## src/rtl/async_oneway_transmitter_pkg.sv

```systemverilog
// Shared constants and types for the one-way inter-board link transmitter.
//   MESSAGE_SIZE : payload bits per frame
//   CHUNK_W      : link data width (must match the receiver)
//   NUM_CHUNKS   : chunks per frame, ceil(MESSAGE_SIZE / CHUNK_W)
//   BUF_W        : frame buffer width, payload zero-extended at the MSB end
package async_oneway_transmitter_pkg;

    localparam int unsigned MESSAGE_SIZE = 100;
    localparam int unsigned CHUNK_W      = 6;
    localparam int unsigned NUM_CHUNKS   = (MESSAGE_SIZE + CHUNK_W - 1) / CHUNK_W;
    localparam int unsigned BUF_W        = NUM_CHUNKS * CHUNK_W;
    localparam int unsigned IDX_W        = (NUM_CHUNKS > 1) ? $clog2(NUM_CHUNKS) : 1;

    // Frame buffer viewed as chunks; element k is chunk k on the link.
    typedef logic [NUM_CHUNKS-1:0][CHUNK_W-1:0] frame_t;

    typedef enum logic [2:0] {
        IDLE      = 3'd0,
        SETUP     = 3'd1,
        PULSE_HI  = 3'd2,
        PULSE_LO  = 3'd3,
        COMMIT_HI = 3'd4,
        COMMIT_LO = 3'd5
    } tx_state_t;

    function automatic int unsigned max_u(input int unsigned a, input int unsigned b);
        return (a > b) ? a : b;
    endfunction

endpackage

```

## src/rtl/async_oneway_transmitter_link_hold_timer.sv

```systemverilog
// link_hold_timer: loadable down-counter with a zero flag. Times every strobe
// level, the data setup window and the idle refresh interval.
//   clk, rst_n : clock, async active-low reset (count resets to 0)
//   load       : load load_val this cycle (takes priority over counting)
//   load_val   : value to load (N-1 for an N-cycle interval)
//   count      : registered counter value; stops at 0
//   zero_c     : combinational, count == 0
module link_hold_timer #(
    parameter int unsigned W = 8
) (
    input  logic         clk,
    input  logic         rst_n,
    input  logic         load,
    input  logic [W-1:0] load_val,
    output logic [W-1:0] count,
    output logic         zero_c
);

    always_ff @(posedge clk or negedge rst_n) begin
        if (!rst_n) begin
            count <= '0;
        end else if (load) begin
            count <= load_val;
        end else if (count != '0) begin
            count <= count - W'(1);
        end
    end

    assign zero_c = (count == '0);

endmodule

```

## src/rtl/async_oneway_transmitter.sv

```systemverilog
// async_oneway_transmitter: sending end of the one-way inter-board link.
// Accepts one message over valid/ready, then sends it as CHUNK_W-bit chunks,
// LSB chunk first, each framed by a packet_pulse strobe, followed by one
// transmit_ctrl commit strobe. Every level is held long enough to survive
// the receiver's debouncers. All outputs are registered.
//   clk_send, rst_n : transmit clock, async active-low reset
//   send_valid      : message_in is valid
//   send_ready      : idle, a message can be accepted
//   message_in      : payload (MESSAGE_SIZE bits)
//   dout            : link data to the receiver
//   packet_pulse    : chunk strobe
//   transmit_ctrl   : frame commit strobe
//   send_done       : one-cycle pulse in the last cycle of a frame
// Optional build macro ASYNC_TX_REFRESH_EN: after REFRESH_CYCLES idle cycles
// the last accepted frame is retransmitted (never before the first accept).
module async_oneway_transmitter
    import async_oneway_transmitter_pkg::*;
#(
    parameter int unsigned HOLD_CYCLES    = 16,
    parameter int unsigned SETUP_CYCLES   = 4,
    parameter int unsigned REFRESH_CYCLES = 4096
) (
    input  logic                    clk_send,
    input  logic                    rst_n,
    input  logic                    send_valid,
    output logic                    send_ready,
    input  logic [MESSAGE_SIZE-1:0] message_in,
    output logic [CHUNK_W-1:0]      dout,
    output logic                    packet_pulse,
    output logic                    transmit_ctrl,
    output logic                    send_done
);

    // Timer is sized for the longest interval, refresh included.
    localparam int unsigned TMR_MAX = max_u(max_u(HOLD_CYCLES, SETUP_CYCLES), REFRESH_CYCLES);
    localparam int unsigned TMR_W   = $clog2(TMR_MAX) + 1;
    localparam logic [IDX_W-1:0] LAST_IDX = IDX_W'(NUM_CHUNKS - 1);

    tx_state_t          state_q, state_d;
    logic [IDX_W-1:0]   idx_q, idx_d;
    frame_t             frame_q, frame_d;
    logic [CHUNK_W-1:0] dout_d;
    logic               done_d;
    logic               accept_c;

    logic               tmr_load;
    logic [TMR_W-1:0]   tmr_load_val;
    logic [TMR_W-1:0]   tmr_count;
    logic               tmr_zero_c;

`ifdef ASYNC_TX_REFRESH_EN
    logic               have_frame_q;

    // Remembers that frame_q holds a real frame worth refreshing.
    always_ff @(posedge clk_send or negedge rst_n) begin
        if (!rst_n) begin
            have_frame_q <= 1'b0;
        end else if (accept_c) begin
            have_frame_q <= 1'b1;
        end
    end
`endif

    link_hold_timer #(
        .W (TMR_W)
    ) u_hold_timer (
        .clk      (clk_send),
        .rst_n    (rst_n),
        .load     (tmr_load),
        .load_val (tmr_load_val),
        .count    (tmr_count),
        .zero_c   (tmr_zero_c)
    );

    // Next-state, next-output and frame buffer update.
    always_comb begin
        state_d  = state_q;
        idx_d    = idx_q;
        frame_d  = frame_q;
        dout_d   = dout;
        accept_c = send_valid && send_ready;
        // Timer is at 1 in the second-to-last COMMIT_LO cycle (HOLD_CYCLES >= 2).
        done_d   = (state_q == COMMIT_LO) && (tmr_count == TMR_W'(1));

        case (state_q)
            IDLE: begin
                if (accept_c) begin
                    state_d = SETUP;
                    idx_d   = '0;
                    frame_d = frame_t'(BUF_W'(message_in));
                    dout_d  = frame_d[0];
                end
`ifdef ASYNC_TX_REFRESH_EN
                else if (have_frame_q && tmr_zero_c) begin
                    state_d = SETUP;
                    idx_d   = '0;
                    dout_d  = frame_q[0];
                end
`endif
            end
            SETUP: begin
                if (tmr_zero_c) state_d = PULSE_HI;
            end
            PULSE_HI: begin
                if (tmr_zero_c) state_d = PULSE_LO;
            end
            PULSE_LO: begin
                if (tmr_zero_c) begin
                    if (idx_q != LAST_IDX) begin
                        state_d = SETUP;
                        idx_d   = idx_q + IDX_W'(1);
                        dout_d  = frame_q[idx_d];
                    end else begin
                        state_d = COMMIT_HI;
                    end
                end
            end
            COMMIT_HI: begin
                if (tmr_zero_c) state_d = COMMIT_LO;
            end
            COMMIT_LO: begin
                if (tmr_zero_c) state_d = IDLE;
            end
            default: begin
                state_d = IDLE;
            end
        endcase
    end

    // Timer reloads with N-1 on every state entry.
    always_comb begin
        tmr_load     = (state_d != state_q);
        tmr_load_val = '0;
        case (state_d)
            SETUP:                                    tmr_load_val = TMR_W'(SETUP_CYCLES - 1);
            PULSE_HI, PULSE_LO, COMMIT_HI, COMMIT_LO: tmr_load_val = TMR_W'(HOLD_CYCLES - 1);
`ifdef ASYNC_TX_REFRESH_EN
            IDLE:                                     tmr_load_val = TMR_W'(REFRESH_CYCLES - 1);
`endif
            default:                                  tmr_load_val = '0;
        endcase
    end

    // State register and output registers, aligned with the state they describe.
    always_ff @(posedge clk_send or negedge rst_n) begin
        if (!rst_n) begin
            state_q       <= IDLE;
            idx_q         <= '0;
            frame_q       <= '0;
            dout          <= '0;
            packet_pulse  <= 1'b0;
            transmit_ctrl <= 1'b0;
            send_done     <= 1'b0;
            send_ready    <= 1'b1;
        end else begin
            state_q       <= state_d;
            idx_q         <= idx_d;
            frame_q       <= frame_d;
            dout          <= dout_d;
            packet_pulse  <= (state_d == PULSE_HI);
            transmit_ctrl <= (state_d == COMMIT_HI);
            send_done     <= done_d;
            send_ready    <= (state_d == IDLE);
        end
    end

endmodule

```

## config.mk

```make
export PLATFORM = sky130hd
export DESIGN_NAME = async_oneway_transmitter
export DESIGN_NICKNAME = d
export VERILOG_FILES = /design/src/rtl/async_oneway_transmitter_pkg.sv /design/src/rtl/async_oneway_transmitter_link_hold_timer.sv /design/src/rtl/async_oneway_transmitter.sv
export SDC_FILE = /design/constraint.sdc
export NUM_CORES = 1
export LEC_CHECK = 0
export ABC_AREA = 1
export CORE_MARGIN = 2
export CORE_UTILIZATION = 50
export CTS_CLUSTER_DIAMETER = 50
export DETAILED_ROUTE_END_ITERATION = 8
export HOLD_SLACK_MARGIN = 0.1
export PLACE_DENSITY_LB_ADDON = 0.1
export SKIP_CTS_REPAIR_TIMING = 1
export SLEW_MARGIN = 30
export SYNTH_ARGS = -nofsm -noshare
export SYNTH_HDL_FRONTEND = slang
export SYNTH_SLANG_ARGS = --single-unit
```

## constraint.sdc

```tcl
create_clock -name clk_send -period 6.1 [get_ports clk_send]
set_input_delay 0.61 -clock clk_send [delete_from_list [all_inputs] [get_ports clk_send]]
set_output_delay 0.61 -clock clk_send [all_outputs]
set_load 0.005 [all_outputs]
```

# Word level (Yosys, flattened, before mapping)
# Cells that the tools add are included.
[op_classes] order_cmp=1 eq_ne=16 n_addsub=2 mux=21 reduce_logical=11
[ops] operator="$bmux 6 s5" n=1
[ops] operator="$mux 13" n=2
[ops] operator="$mux 6" n=4
[ops] operator="$mux 3" n=7
[ops] operator="$pmux 3 s6" n=1
[ops] operator="$mux 5" n=3
[ops] operator="$eq 13x1->1 const B" n=1
[ops] operator="$logic_not 13->1" n=1
[ops] operator="$reduce_bool 13->1" n=1
[ops] operator="$sub 13x1->13 const B" n=1
[ops] operator="$eq 3x2->1 const B" n=4
[ops] operator="$eq 3x3->1 const B" n=4
[ops] operator="$pmux 6 s2" n=1
[ops] operator="$pmux 5 s2" n=1
[ops] operator="$pmux 4 s2" n=1
[ops] operator="$eq 3x1->1 const B" n=2
[ops] operator="$logic_not 3->1" n=2
[ops] operator="$lt 5x6->1 const B" n=1
[ops] operator="$ne 2x2->1 const B" n=3
[ops] operator="$add 5x1->5 const B" n=1
[ops] operator="$ne 5x5->1 const B" n=1
[ops] operator="$reduce_and 4->1" n=1
[ops] operator="$reduce_bool 2->1" n=2
[ops] operator="$reduce_or 4->1" n=1
[ops] operator="other kinds (3)" n=4
[totals] register_bits=131 output_inout_bits=10

# Longest topological paths before layout
[logic_depth] ltp_word=8 ltp_mapped=15

# Cells and area by module
# A second synthesis with hierarchy kept.
[unflattened] cells_unflattened=899 hier_area_um2=6962.9
[modules_own_cells] module="async_oneway_transmitter" cells_each=764 instances=1 area_per_inst_um2=6052.1
[modules_own_cells] module="link_hold_timer" cells_each=135 instances=1 area_per_inst_um2=910.9

# Worst setup path before layout
# Ideal clock, no wire load.
[synth_path] kind="register -> register" startpoint="reg idx_q[0]" endpoint="reg dout[4]" stages_incl_launch_ff=15 n_path_buf=4 t_arrival_ns=2.118 period_less_slack_ns=2.240 required_ns=5.978 slack_ns=3.860 path_cell_list="dfrtp_1 -> buf_2 -> inv_2 -> clkbuf_1 -> ha_1 -> buf_2 -> inv_1 -> clkbuf_1 -> a21oi_1 -> o21ai_0 -> o211ai_1 -> nand3_1 -> nand2_1 -> nand2_1 -> a21oi_1"
[synth_between] elab_chain_len=6 elab_cells_between_ends=9 classes_between="add/sub: 1; eq/ne: 2; mux: 5; reduce/logical: 1"
[synth_lines] element="from (decl)" line_no="async_oneway_transmitter.sv:40" text="logic [IDX_W-1:0] idx_q, idx_d;"
[synth_lines] element="from (signal assigned)" line_no="async_oneway_transmitter.sv:157" text="idx_q <= idx_d;"
[synth_lines] element="$add 5x1->5" line_no="async_oneway_transmitter.sv:111" text="idx_d = idx_q + IDX_W'(1);"
[synth_lines] element="$bmux 6 s5" line_no="async_oneway_transmitter.sv:112" text="dout_d = frame_q[idx_d];"
[synth_lines] element="$mux 6 (not written as such)" line_no="async_oneway_transmitter.sv:112"
[synth_lines] element="$mux 6" line_no="async_oneway_transmitter.sv:109" text="if (idx_q != LAST_IDX) begin"
[synth_lines] element="$mux 6" line_no="async_oneway_transmitter.sv:108" text="if (tmr_zero_c) begin"
[synth_lines] element="$pmux 6 s2" line_no="async_oneway_transmitter.sv:85" text="case (state_q)"
[synth_lines] element="to (signal assigned)" line_no="async_oneway_transmitter.sv:159" text="dout <= dout_d;"
[synth_lines] element="to (decl)" line_no="async_oneway_transmitter.sv:28" text="output logic [CHUNK_W-1:0] dout,"
# Parallel ways exist; a longest one is shown, timed or not. The select of a mux whose other input is x is not followed.
# A chain may end at the register's enable or synchronous reset.

# Worst setup path in the final report
[layout_path] startpoint="reg idx_q[0]" endpoint="reg dout[1]"
# The elaborated chain is that of the path after synthesis.

==> impl_metrics.env <==
export IMPL_overflow=0
export IMPL_viasPerCell=5.33
export IMPL_met3_length_um=843
export IMPL_antenna_cells=0
export IMPL_yosys_top_cells_count="130 x dfrtp_1, 118 x nand2_1, 97 x o21ai_0"
export IMPL_clockBufferDepth=2
export IMPL_num_nets_final=896
export IMPL_multi_input_area_mm2=0.00261
export IMPL_ys_ff_latch=131
export IMPL_dr_total_vias=5189
export IMPL_fill_cells=1039
export IMPL_peakVddDrop_mv=0.247
export IMPL_synth_seq_area_share=0.520
export IMPL_grt_usage=0.244
export IMPL_routed_wl_um=15600
export IMPL_tns_ns=0
export IMPL_cts_root_buf="clkbuf_16"
export IMPL_io_buffers=112
export IMPL_power_density_mw_per_mm2=483
export IMPL_period_minus_slack_ns=2.83
export IMPL_dp_hpwl_um=10800
export IMPL_coreArea_mm2=0.0125
export IMPL_avgSynthCellArea_um2=9.16
export IMPL_yosysWarnings=0
export IMPL_clkTransAtPathRegs_ns=0.06
export IMPL_min_path_type="in -> async"
export IMPL_syn_inst=689
export IMPL_async_reset_ff_frac=1.00
export IMPL_die_w_um=116
export IMPL_max_clock_freq_mhz=353
export IMPL_drive_above_1_share=0.145
export IMPL_clock_latency_ns=0.41
export IMPL_cp_required_ns=6.44
export IMPL_worstMarginPinSlew_ns=0.749
export IMPL_synth_top_cell_area_share=0.516
export IMPL_rrSetupSlack_ns=3.27
export IMPL_path_class="reg -> reg"
export IMPL_rows=41
export IMPL_power_leakage_nw=3.56
export IMPL_max_cap_violations=0
export IMPL_grt_pass1_wl_um=25200
export IMPL_cts_buffers=17
export IMPL_critPathArrivalTime_ns=3.17
export IMPL_finalPower_mw=3.95
export IMPL_start_kind="flop"
export IMPL_antenna_found_initial=0
export IMPL_worst_clock_skew_ns=0.00437
export IMPL_rsz0062_at_grt="false"
export IMPL_crit_path_max_fanout=74
export IMPL_hold_violations=0
export IMPL_cts_sinks=131
export IMPL_post_drt_wl_per_cell_um=16.0
export IMPL_grt_pass1_vias=5169
export IMPL_outcome="finished, final reports clean"
export IMPL_drtPass1Iterations=5
export IMPL_drc=0
export IMPL_end_kind="flop"
export IMPL_pre_cts_ws_ns=3.25
export IMPL_initial_core_util=0.506
export IMPL_yosysMostFrequentCell="dfrtp_1"
export IMPL_htree_levels=4
export IMPL_slew_headroom=0.501
export IMPL_syn2layout_area_growth_pct=29.6
export IMPL_ios=113
export IMPL_yosys_cell_types_count=34
export IMPL_dieArea_mm2=0.0135
export IMPL_synth_flop_cell="dfrtp_1"
export IMPL_setup_viol=0
export IMPL_maxUsedRoutingLayer="met4"
export IMPL_setup_ws_ns=3.27
export IMPL_synth_edff_count=0
export IMPL_cts_tree="built"
export IMPL_seq_area_mm2=0.00328
export IMPL_syn_cell_area_mm2=0.00631
export IMPL_met1_length_um=6920
export IMPL_min_period_over_period=0.464
export IMPL_grt_max_degree=103
export IMPL_die_h_um=116
export IMPL_drtIter0Drc=332
export IMPL_drv_slew=0
export IMPL_syn_nets=796
export IMPL_detail_route_antenna_nets=0
export IMPL_wl_met2_um=7510
export IMPL_finalWeightedCongestion=0.818
export IMPL_synthTopCellsByArea="dfrtp_1 52%, mux2_2 9.1%, o21ai_0 7.7%, nand2_1 7.0%, inv_1 4.3%"
export IMPL_synth_largest_area_cell="dfrtp_1"
==> worst paths after layout <==
check,startpoint,endpoint,depth (start not counted)
worst max register to register,idx_q[0],dout[1],9
worst min register to register,u_hold_timer.count[12],send_done,1
worst min-delay path,rst_n,frame_q[33],1
min in group clk_send,u_hold_timer.count[12],send_done,1
worst max-delay path,idx_q[0],dout[1],9
max in group asynchronous,rst_n,idx_q[0],2
==> cells in the final DEF (no fill, tap or decap), types with 2 or more instances in the layout <==
cell type / synthesis / routed
nor2_2: 11 / 11
o22ai_1: 6 / 6
nor2_4: 1 / 2
inv_1: 72 / 72
nand3_1: 39 / 39
nand4_1: 7 / 7
nand3_2: 2 / 2
bufinv_16: 0 / 3
ha_1: 4 / 3
inv_2: 2 / 2
nand2_1: 118 / 118
a21oi_1: 37 / 37
clkinvlp_4: 0 / 3
nand2_2: 4 / 4
mux2_2: 51 / 51
dfrtp_1: 130 / 129
nor2_1: 32 / 31
clkdlybuf4s50_1: 0 / 111
xor2_1: 9 / 9
o211ai_1: 15 / 15
xnor2_1: 5 / 4
clkbuf_16: 0 / 17
clkinv_2: 0 / 3
clkbuf_1: 20 / 3
buf_4: 1 / 2
nand2_4: 3 / 3
clkbuf_8: 0 / 3
o21ai_0: 97 / 97
==> logic make-up (layout without fill, tap and decap cells) <==
logic type                 after synthesis  after routing  share of synthesized area
AOI/OAI and AO/OA                      156            156                      0.131
xor gates and xnor gates                14             14                     0.0194
adders and majority gates                4              4                    0.00793
buffers and inverters                  110            223                     0.0692
DFF                                    131            131                      0.520
muxes                                   51             51                     0.0910
and+or+nand+nor                        223            223                      0.162
==> final cells by class <==
type,instances,share of cell area
sequential,131,0.401
multi-input combinational,448,0.319
timing repair buffer,116,0.145
clock buffer,23,0.0584
inverter,75,0.0344
tap,172,0.0263
clock inverter,9,0.0156
==> state kept, by name, indices dropped and copies added (netlist names) <==
register / count
send_ready: 1
idx_q: 5
dout: 6
frame_q: 100
send_done: 1
u_hold_timer.count: 13
packet_pulse: 1
state_q: 3
transmit_ctrl: 1
==> critical path, stage by stage, from the launching register on <==
cell and delay (ns):
dfrtp_2 0.40, buf_4 0.32, ha_1 0.35, xnor2_2 0.56, inv_1 0.39, nor2_1 0.19, nand3_1 0.14, o21ai_0 0.21
nor2_1 0.06, a21oi_1 0.13
==> layer usage <==
layer | up-vias | GRT usage
met5 | - | 0
met2 | 162 | 0.392
li1 | 2486 | -
met1 | 2514 | 0.324
met3 | 27 | 0.0586
met4 | 0 | 0.0929
==> per-stage QoR <==
stage	utilization	area (µm²)	hold slack (ns)	instances
6_report	0.656	8180	0.236	974
5_1_grt	0.656	8180	0.313	974
4_1_cts	0.656	8170	0.276	974
3_5_place_dp	0.607	7570	0.449	942
3_3_place_gp	0.604	7530	0.443	941
2_1_floorplan	-	6310	0.314	689
==> report_power, final <==
part           switching (mW)  leakage [nW]  internal, mW
combinational           0.837          1.68         0.585
sequential              0.212          1.59          1.28
clock                   0.369         0.289         0.673
total                    1.42          3.56          2.53
Power figures use the tool's default switching activity.
